===== config.mk =====
export PLATFORM = sky130hd
export DESIGN_NAME = ula_controle_multiciclo_flat
export DESIGN_NICKNAME = d
export VERILOG_FILES = /design/src/rtl/ula_controle_multiciclo_pkg.sv /design/src/rtl/ula_controle_multiciclo_if.sv /design/src/rtl/ula_controle_multiciclo_decod_funct.sv /design/src/rtl/ula_controle_multiciclo.sv /design/src/flat_wrapper.sv
export SDC_FILE = /design/constraint.sdc
export NUM_CORES = 1
export LEC_CHECK = 0
export BUFFER_PORTS_ARGS = -buffer_cell sky130_fd_sc_hd__buf_2
export CAP_MARGIN = 15
export CORE_MARGIN = 1.5
export CORE_UTILIZATION = 44
export CTS_CLUSTER_DIAMETER = 100
export DETAILED_ROUTE_END_ITERATION = 8
export PLACE_DENSITY_LB_ADDON = 0.1
export SLEW_MARGIN = 20
export SYNTH_ARGS = -nofsm -noshare
export SYNTH_HDL_FRONTEND = slang
export SYNTH_SLANG_ARGS = --single-unit

===== constraint.sdc =====
create_clock -name clock -period 1.5 [get_ports clock]
set_input_delay 0.45 -clock clock [delete_from_list [all_inputs] [get_ports clock]]
set_output_delay 0.45 -clock clock [all_outputs]
set_load 0.01 [all_outputs]

===== src/rtl/ula_controle_multiciclo_pkg.sv =====
// Shared encodings for the ULA control unit: ULAOp values, funct fields,
// ALU control codes, the decoder result record and the sequencer states.
package ula_pkg;

  localparam logic [1:0] OP_RTYPE = 2'b00;
  localparam logic [1:0] OP_SUB   = 2'b01;
  localparam logic [1:0] OP_SLT   = 2'b10;
  localparam logic [1:0] OP_ADD   = 2'b11;

  localparam logic [5:0] F_ADD  = 6'b100000;
  localparam logic [5:0] F_SUB  = 6'b100010;
  localparam logic [5:0] F_AND  = 6'b100100;
  localparam logic [5:0] F_OR   = 6'b100101;
  localparam logic [5:0] F_SLT  = 6'b101010;
  localparam logic [5:0] F_SLL  = 6'b000000;
  localparam logic [5:0] F_MULT = 6'b011000;
  localparam logic [5:0] F_DIV  = 6'b011010;
  localparam logic [5:0] F_JR   = 6'b001000;

  localparam int CODE_W = 4;

  localparam logic [CODE_W-1:0] ULA_ADD  = 4'd0;
  localparam logic [CODE_W-1:0] ULA_SUB  = 4'd1;
  localparam logic [CODE_W-1:0] ULA_AND  = 4'd2;
  localparam logic [CODE_W-1:0] ULA_OR   = 4'd3;
  localparam logic [CODE_W-1:0] ULA_SLT  = 4'd4;
  localparam logic [CODE_W-1:0] ULA_SLL  = 4'd5;
  localparam logic [CODE_W-1:0] ULA_MULT = 4'd6;
  localparam logic [CODE_W-1:0] ULA_DIV  = 4'd7;

  typedef enum logic {
    IDLE = 1'b0,
    BUSY = 1'b1
  } state_t;

  typedef struct packed {
    logic [CODE_W-1:0] code;
    logic              is_mc;
    logic              jr;
    logic              illegal;
  } decod_t;

endpackage


===== src/rtl/ula_controle_multiciclo_if.sv =====
// Request/response bundle between the decode stage (master) and the ULA
// control unit (slave).
interface ula_controle_multiciclo_if #(
  parameter int FUNCT_W = 6,
  parameter int CTRL_W  = 4
);

  logic               valid_in;
  logic [1:0]         ula_op;
  logic [FUNCT_W-1:0] funct;
  logic               in_ready;
  logic               ctrl_vld;
  logic [CTRL_W-1:0]  ula_ctrl;
  logic               jr;
  logic               illegal;
  logic               busy;
  logic               mc_done;

  modport master (
    output valid_in, ula_op, funct,
    input  in_ready, ctrl_vld, ula_ctrl, jr, illegal, busy, mc_done
  );

  modport slave (
    input  valid_in, ula_op, funct,
    output in_ready, ctrl_vld, ula_ctrl, jr, illegal, busy, mc_done
  );

endinterface


===== src/rtl/ula_controle_multiciclo_decod_funct.sv =====
// Pure combinational decode of {ula_op, funct} into ALU code, multi-cycle
// flag, JR detect and illegal-funct flag.
module ula_decod_funct
  import ula_pkg::*;
(
  input  logic [1:0] ula_op,
  input  logic [5:0] funct,
  output decod_t     dec
);

  always_comb begin
    // NOTE: every field gets a default before the case so no path can infer a latch.
    dec = '{code: ULA_ADD, is_mc: 1'b0, jr: 1'b0, illegal: 1'b0};
    case (ula_op)
      OP_ADD: dec.code = ULA_ADD;
      OP_SLT: dec.code = ULA_SLT;
      OP_SUB: dec.code = ULA_SUB;
      default: begin
        case (funct)
          F_ADD:  dec.code = ULA_ADD;
          F_SUB:  dec.code = ULA_SUB;
          F_AND:  dec.code = ULA_AND;
          F_OR:   dec.code = ULA_OR;
          F_SLT:  dec.code = ULA_SLT;
          F_SLL:  dec.code = ULA_SLL;
          F_MULT: begin
            dec.code  = ULA_MULT;
            dec.is_mc = 1'b1;
          end
          F_DIV: begin
            dec.code  = ULA_DIV;
            dec.is_mc = 1'b1;
          end
          F_JR:    dec.jr      = 1'b1;
          default: dec.illegal = 1'b1;
        endcase
      end
    endcase
  end

endmodule


===== src/rtl/ula_controle_multiciclo.sv =====
// ULA control unit: registered decode with a valid pulse, plus a busy
// sequencer that stalls new requests while MULT/DIV run.
module ula_controle_multiciclo
  import ula_pkg::*;
#(
  parameter int FUNCT_W    = 6,
  parameter int CTRL_W     = 4,
  parameter int MUL_CYCLES = 4,
  parameter int DIV_CYCLES = 8
) (
  input logic                      clock,
  input logic                      reset_n,
  ula_controle_multiciclo_if.slave bus
);

  localparam int MAX_CYCLES = (MUL_CYCLES > DIV_CYCLES) ? MUL_CYCLES : DIV_CYCLES;
  localparam int CNT_W      = $clog2(MAX_CYCLES) + 1;

  localparam logic [CNT_W-1:0] MUL_LOAD = CNT_W'(MUL_CYCLES - 1);
  localparam logic [CNT_W-1:0] DIV_LOAD = CNT_W'(DIV_CYCLES - 1);

  if (FUNCT_W < 6 || CTRL_W < CODE_W || MUL_CYCLES < 1 || DIV_CYCLES < 1) begin : g_param_check
    $error("ula_controle_multiciclo: unsupported parameter set");
  end

  state_t            state, state_next;
  logic [CNT_W-1:0]  cnt, cnt_next;
  logic              accept, ready, done;
  decod_t            dec;
  logic              ctrl_vld_q;
  logic [CTRL_W-1:0] ula_ctrl_q;
  logic              jr_q, illegal_q;

  ula_decod_funct u_decod (
    .ula_op (bus.ula_op),
    .funct  (bus.funct[5:0]),
    .dec    (dec)
  );

  // The last busy cycle doubles as an IDLE cycle, so an accept there reloads directly.
  always_comb begin
    state_next = state;
    cnt_next   = cnt;
    ready      = 1'b0;
    done       = 1'b0;
    accept     = 1'b0;
    case (state)
      IDLE: ready = 1'b1;
      BUSY: begin
        if (cnt == '0) begin
          done       = 1'b1;
          ready      = 1'b1;
          state_next = IDLE;
        end else begin
          cnt_next = cnt - CNT_W'(1);
        end
      end
    endcase
    accept = bus.valid_in & ready;
    if (accept && dec.is_mc) begin
      state_next = BUSY;
      cnt_next   = (dec.code == ULA_DIV) ? DIV_LOAD : MUL_LOAD;
    end
  end

  // NOTE: sequential state uses non-blocking assignments so every register samples pre-edge values.
  always_ff @(posedge clock) begin
    if (!reset_n) begin
      state      <= IDLE;
      cnt        <= '0;
      ctrl_vld_q <= 1'b0;
      ula_ctrl_q <= '0;
      jr_q       <= 1'b0;
      illegal_q  <= 1'b0;
    end else begin
      state      <= state_next;
      cnt        <= cnt_next;
      ctrl_vld_q <= accept;
      if (accept) begin
        ula_ctrl_q <= CTRL_W'(dec.code);
        jr_q       <= dec.jr;
        illegal_q  <= dec.illegal;
      end
    end
  end

  assign bus.in_ready = ready;
  assign bus.ctrl_vld = ctrl_vld_q;
  assign bus.ula_ctrl = ula_ctrl_q;
  assign bus.jr       = jr_q;
  assign bus.illegal  = illegal_q;
  assign bus.busy     = (state == BUSY);
  assign bus.mc_done  = done;

endmodule

===== src/flat_wrapper.sv =====
// flat-port wrapper written by rule: the top's interface ports become plain ports
module ula_controle_multiciclo_flat import ula_pkg::*;
#(
  parameter int FUNCT_W    = 6,
  parameter int CTRL_W     = 4,
  parameter int MUL_CYCLES = 4,
  parameter int DIV_CYCLES = 8
)
  (clock, reset_n, bus_valid_in, bus_ula_op, bus_funct, bus_in_ready, bus_ctrl_vld, bus_ula_ctrl, bus_jr, bus_illegal, bus_busy, bus_mc_done);
  ula_controle_multiciclo_if #(.FUNCT_W(FUNCT_W), .CTRL_W(CTRL_W)) bus_i ();
  input logic clock;
  input logic reset_n;
  input wire logic [$bits(bus_i.valid_in)-1:0] bus_valid_in;
  input wire logic [$bits(bus_i.ula_op)-1:0] bus_ula_op;
  input wire logic [$bits(bus_i.funct)-1:0] bus_funct;
  output wire logic [$bits(bus_i.in_ready)-1:0] bus_in_ready;
  output wire logic [$bits(bus_i.ctrl_vld)-1:0] bus_ctrl_vld;
  output wire logic [$bits(bus_i.ula_ctrl)-1:0] bus_ula_ctrl;
  output wire logic [$bits(bus_i.jr)-1:0] bus_jr;
  output wire logic [$bits(bus_i.illegal)-1:0] bus_illegal;
  output wire logic [$bits(bus_i.busy)-1:0] bus_busy;
  output wire logic [$bits(bus_i.mc_done)-1:0] bus_mc_done;
  assign bus_i.valid_in = bus_valid_in;
  assign bus_i.ula_op = bus_ula_op;
  assign bus_i.funct = bus_funct;
  assign bus_in_ready = bus_i.in_ready;
  assign bus_ctrl_vld = bus_i.ctrl_vld;
  assign bus_ula_ctrl = bus_i.ula_ctrl;
  assign bus_jr = bus_i.jr;
  assign bus_illegal = bus_i.illegal;
  assign bus_busy = bus_i.busy;
  assign bus_mc_done = bus_i.mc_done;
  ula_controle_multiciclo #(.FUNCT_W(FUNCT_W), .CTRL_W(CTRL_W), .MUL_CYCLES(MUL_CYCLES), .DIV_CYCLES(DIV_CYCLES)) u_core (.clock(clock), .reset_n(reset_n), .bus(bus_i));
endmodule

# Word-level counts from Yosys, hierarchy flattened
# Index checks and enable logic that the tools add are counted.
[totals]
reg_bits = 12
out_inout_bits = 10
word_cells = 46
in_bits = 11
[classes]
n_reduce_logical = 8
mux = 16
bitwise = 2
n_eq_ne = 13
add_sub_neg = 1
[ops]
columns = ["cell", "n"]
rows = [
  ["6-bit == test, second input constant", 5],
  ["3-bit case mux with 7 select lines", 1],
  ["6-bit by 5-bit == test with 1-bit output, second input constant", 2],
  ["4-bit two-way mux", 3],
  ["4-bit case mux with 3 select lines", 1],
  ["9-bit OR reduction", 1],
  ["1-bit two-way mux", 8],
  ["6-bit by 4-bit == test with 1-bit output, second input constant", 1],
  ["6-bit logical NOT", 1],
  ["3-bit two-way mux", 2],
  ["2-bit == test, second input constant", 2],
  ["4-bit by 3-bit == test with 1-bit output, second input constant", 1],
  ["4-bit logical NOT", 1],
  ["4-bit by 1-bit subtractor with 4-bit output, second input constant", 1],
  ["3-bit OR reduction", 1],
  ["2-bit by 1-bit == test with 1-bit output, second input constant", 1],
  ["2-bit inequality test, second input constant", 1],
  ["1-bit case mux with 2 select lines", 1],
  ["2-bit AND reduction", 1],
  ["2-bit nonzero test", 1],
  ["2-bit OR reduction", 1],
  ["1-bit bitwise AND", 1],
  ["1-bit logical AND", 1],
  ["1-bit NOT", 1],
]

# Logic depth before layout (Yosys ltp)
[depth]
word_depth = 7
mapped_depth = 6
depth_no_buf = 6

# Cells and area by module
# From an unflattened synthesis, not the netlist that was laid out.
[hier_totals]
hier_cells = 95
area_unflattened_um2 = 755.7
[modules_own_cells]
columns = ["module", "instances", "area_each_um2", "seq_area_each_um2", "cells_each"]
rows = [
  ["ula_controle_multiciclo", 1, 553.0, 240.2, 62],
  ["ula_decod_funct", 1, 202.7, 0.0, 33],
]

# Least setup slack after synthesis
# OpenSTA, ideal clock, no wires.
[synth_path]
kind = "register to output"
start = "register u_core.cnt[0]"
end = "output bus_in_ready"
path_stages_with_launch = 5
slack_ps = -52
arrival_ps = 1102
n_path_buf = 0
required_time_ps = 1050
cell_sequence = "dfxtp_1 inv_1 ha_1 or3b_4 nand2_1"
[synth_via]
elab_chain_cells = 3
[synth_lines]
columns = ["item", "line", "text"]
rows = [
  ["from (decl)", "ula_controle_multiciclo.sv:27", "logic [CNT_W-1:0] cnt, cnt_next;"],
  ["from (signal assigned)", "ula_controle_multiciclo.sv:77", "cnt <= cnt_next;"],
  ["4-bit logical NOT", "ula_controle_multiciclo.sv:50", "if (cnt == '0) begin"],
  ["1-bit two-way mux", "ula_controle_multiciclo.sv:50", ""],
  ["1-bit case mux with 2 select lines", "ula_controle_multiciclo.sv:47", "case (state)"],
  ["to (decl)", "flat_wrapper.sv:16", "output wire logic [$bits(bus_i.in_ready)-1:0] bus_in_ready;"],
]
# No other way between the ends.

# Worst setup path in the final report
# Same ends and word-level chain as after synthesis.

==> reports/results.txt <==
Post-Synth XOR/XNOR Area - 2.55%
largest family of logic cells by synthesized area - simple AND/OR/NAND/NOR gates
final hold violation count - 0
H-tree Lvls - 1
Place WS - -0.0729 ns
clock share of power - 34.0%
Total Wirelength - 1.81 mm
maxcap violations - 0
Yosys top cell by area - dfxtp_1
Setup TNS - -1.86 ns
fin nets - 136
Post-Synth Adder-Cell Area - 1.82%
Starting Density - 46.1%
hold crit path type - in2reg
number of synthesized flops with an enable pin - 0
RSZ-0062 raised after global routing - true
post-DP HPWL - 1.20 mm
skew final - 0.00893 ns
num ports - 21
dpl cells - 126
CP Launch Type - flop
Non-Filler Instances - 139
Setup Viol. Count Final - 13
largest net degree at the start of global routing - 11
Critical path buffers and inverters - 2
post-synthesis compound-gate area fraction - 20.4%
final worst path period need - 1.81 ns
Gate Count Post-Synth - 81
asr flop ratio synth - 0%
Reg power frac - 48.1%
post-synth top area share - 32.1%
register area share after synthesis - 32.1%
status - finished with violations
Post-Syn Area per Cell - 8.48 um2
Psw - 0.170 mW
die area - 1810 um2
WL per Instance - 13.0 um
1st-iter DRT viols - 15
synth warn - 0
top_reg_cell synth - dfxtp_1
port bufs - 19
clock sink total - 11
CTS tree - done
Max VDD drop - 0.368 mV
final core occ - 71.6%
failing checks - negative setup slack
Net Count, Synth - 93
CTS clk-pin slew, worst paths - 0.08 ns
GRT Resource Usage Total - 19.5%
# hold bufs at CTS - 0
pwr/cell area - 585 nW/um2
total CTS buffers - 3
final slew viol count - 0
Netlist Area Pre-Place - 687 um2
crit path max fanout - 2
Leak - 0.465 nW
ANT cells - 0
kind of end point of the critical path - output pin
slowest stage delay, CP - 0.38 ns
die height - 42.5 um
total core area - 1490 um2
layout cells sized above 1 - 52.8%
flip-flop and latch count after synthesis - 11
Setup Crit Path Kind - reg2out
top post-synthesis cells by area - dfxtp_1, nand2b_1, nor4b_4
post-route setup slack - -0.310 ns
# DRC - 0
remaining antenna violation count - 0
Placer Congestion - 0.782
total gr overflow - 0
Vias - 767
Die W - 42.5 um
number of global-route vias before repair - 666
crit-path cells - inv_2 -> ha_4 -> or3b_4 -> nand2_2 -> buf_6
critical path arrival - 1.36 ns
Synth Area in Simple Gates - 33.9%
Vias/cell - 5.52
slowest stage cell, crit path - or3b_4
multiplexer share of the synthesized area - 3.10%
delay-heaviest family, CP - simple AND/OR/NAND/NOR gates
Clock Latency Late Sink - 0.27 ns
f_max - 553 MHz
worst path required time - 1.05 ns
first-pass GRT wire length - 2.70 mm
initial antenna violation count - 0
CTS max path bufs - 2
combinational share of power - 17.9%
first-pass iteration count of the detailed router - 6
Final period util - 121%
Area Overhead vs Synth - 55.2%
Core Rows - 14
Switching Fraction - 27.2%
hold_ws - 0.461 ns
CTS Root Cell - clkbuf_4
cell-internal power - 0.454 mW
post-synth cell types - 35
[worst reg2reg max path, stage by stage (launching register included)]
cell and delay [ns]:
dfxtp_2 0.33, inv_2 0.07, ha_4 0.12, or3b_4 0.38, buf_4 0.14, buf_6 0.12, a21boi_4 0.22, mux2i_1 0.22
nor2_1 0.05
[flip-flops by register name (all words and copies together) (netlist names)]
name                 flops
u_core.bus.ula_ctrl      3
u_core.bus.busy          1
u_core.bus.illegal       1
u_core.cnt               4
u_core.bus.jr            1
u_core.bus.ctrl_vld      1
[per-layer routing]
layer	global-route usage, %	wire (um)	up-vias
met5	0	0	-
li1	-	-	386
met1	25.0	870	363
met3	3.88	46	0
met2	31.1	893	18
met4	9.38	0	0
[power by group through the flow]
stage	combinational [mW]	clock [mW]	sequential, mW
floorplan	0.0528	0	0.310
global placement	0.0973	0	0.307
detailed placement	0.0984	0	0.307
CTS	0.103	0.208	0.300
global route	0.122	0.228	0.301
finish	0.112	0.212	0.300
[worst paths after layout]
path	from	endpoint	slack (ns)	cells past startpoint
max	u_core.cnt[0]	bus_in_ready	-0.31	5
min	reset_n	u_core.bus.ctrl_vld	0.46	2
max reg2reg	u_core.cnt[0]	u_core.bus.jr	-0.27	8
min reg2reg	u_core.bus.ula_ctrl[1]	u_core.bus.ula_ctrl[1]	0.47	2
[layout by cell type, fill, tap and decap left out, types with 2 or more instances in the layout]
cell       count
dfxtp_2        3
and3_1         2
nand2_1        3
nand3_1        4
clkbuf_4       3
nor3b_1        2
buf_2         18
a21oi_2        2
inv_2          2
buf_6          3
o2111ai_2      2
nor3_1         2
inv_1          3
dfxtp_1        8
nand3b_1       3
nand2b_1       4
buf_4         19
or3_1          2
a31oi_1        2
a211oi_1       2
nor2_1         4
a21oi_1        2
xnor2_1        2
[stage by stage]
step	total power, mW	cell area (um2)
floorplan	0.363	702
global placement	0.404	895
detailed placement	0.405	895
CTS	0.611	991
global route	0.651	1070
finish	0.624	1070
[kinds of logic after synthesis]
kind of cell	Yosys count
other	1
DFF	11
muxes	2
xor gates and xnor gates	2
buffers and inverters	8
and+or+nand+nor	37
AOI/OAI and AO/OA	19
adders and majority gates	1
[cell usage after synthesis (all sizes together) (3+ instances only)]
library cell / n
nor2: 4
nand3b: 3
inv: 5
nand2: 5
nand2b: 4
buf: 3
a21oi: 4
nand3: 4
nor3b: 3
dfxtp: 11
a31oi: 3
nor3: 3
[timing repair]
action                                  4_1_cts  5_1_grt
resized for setup                             8       12
endpoints found under the setup margin        8       13
gates cloned                                  0        1
buffers inserted                              6        3
pin swaps                                     3        5
[final cells by class]
cell class                 instances  area, um2
clock buffer                       4       26.3
sequential                        11        224
inverter                           5       18.8
timing repair buffer              40        267
multi-input combinational         63        510
tap                               16       20.0
fill                             116        423
(Power assumes the default switching activity.)
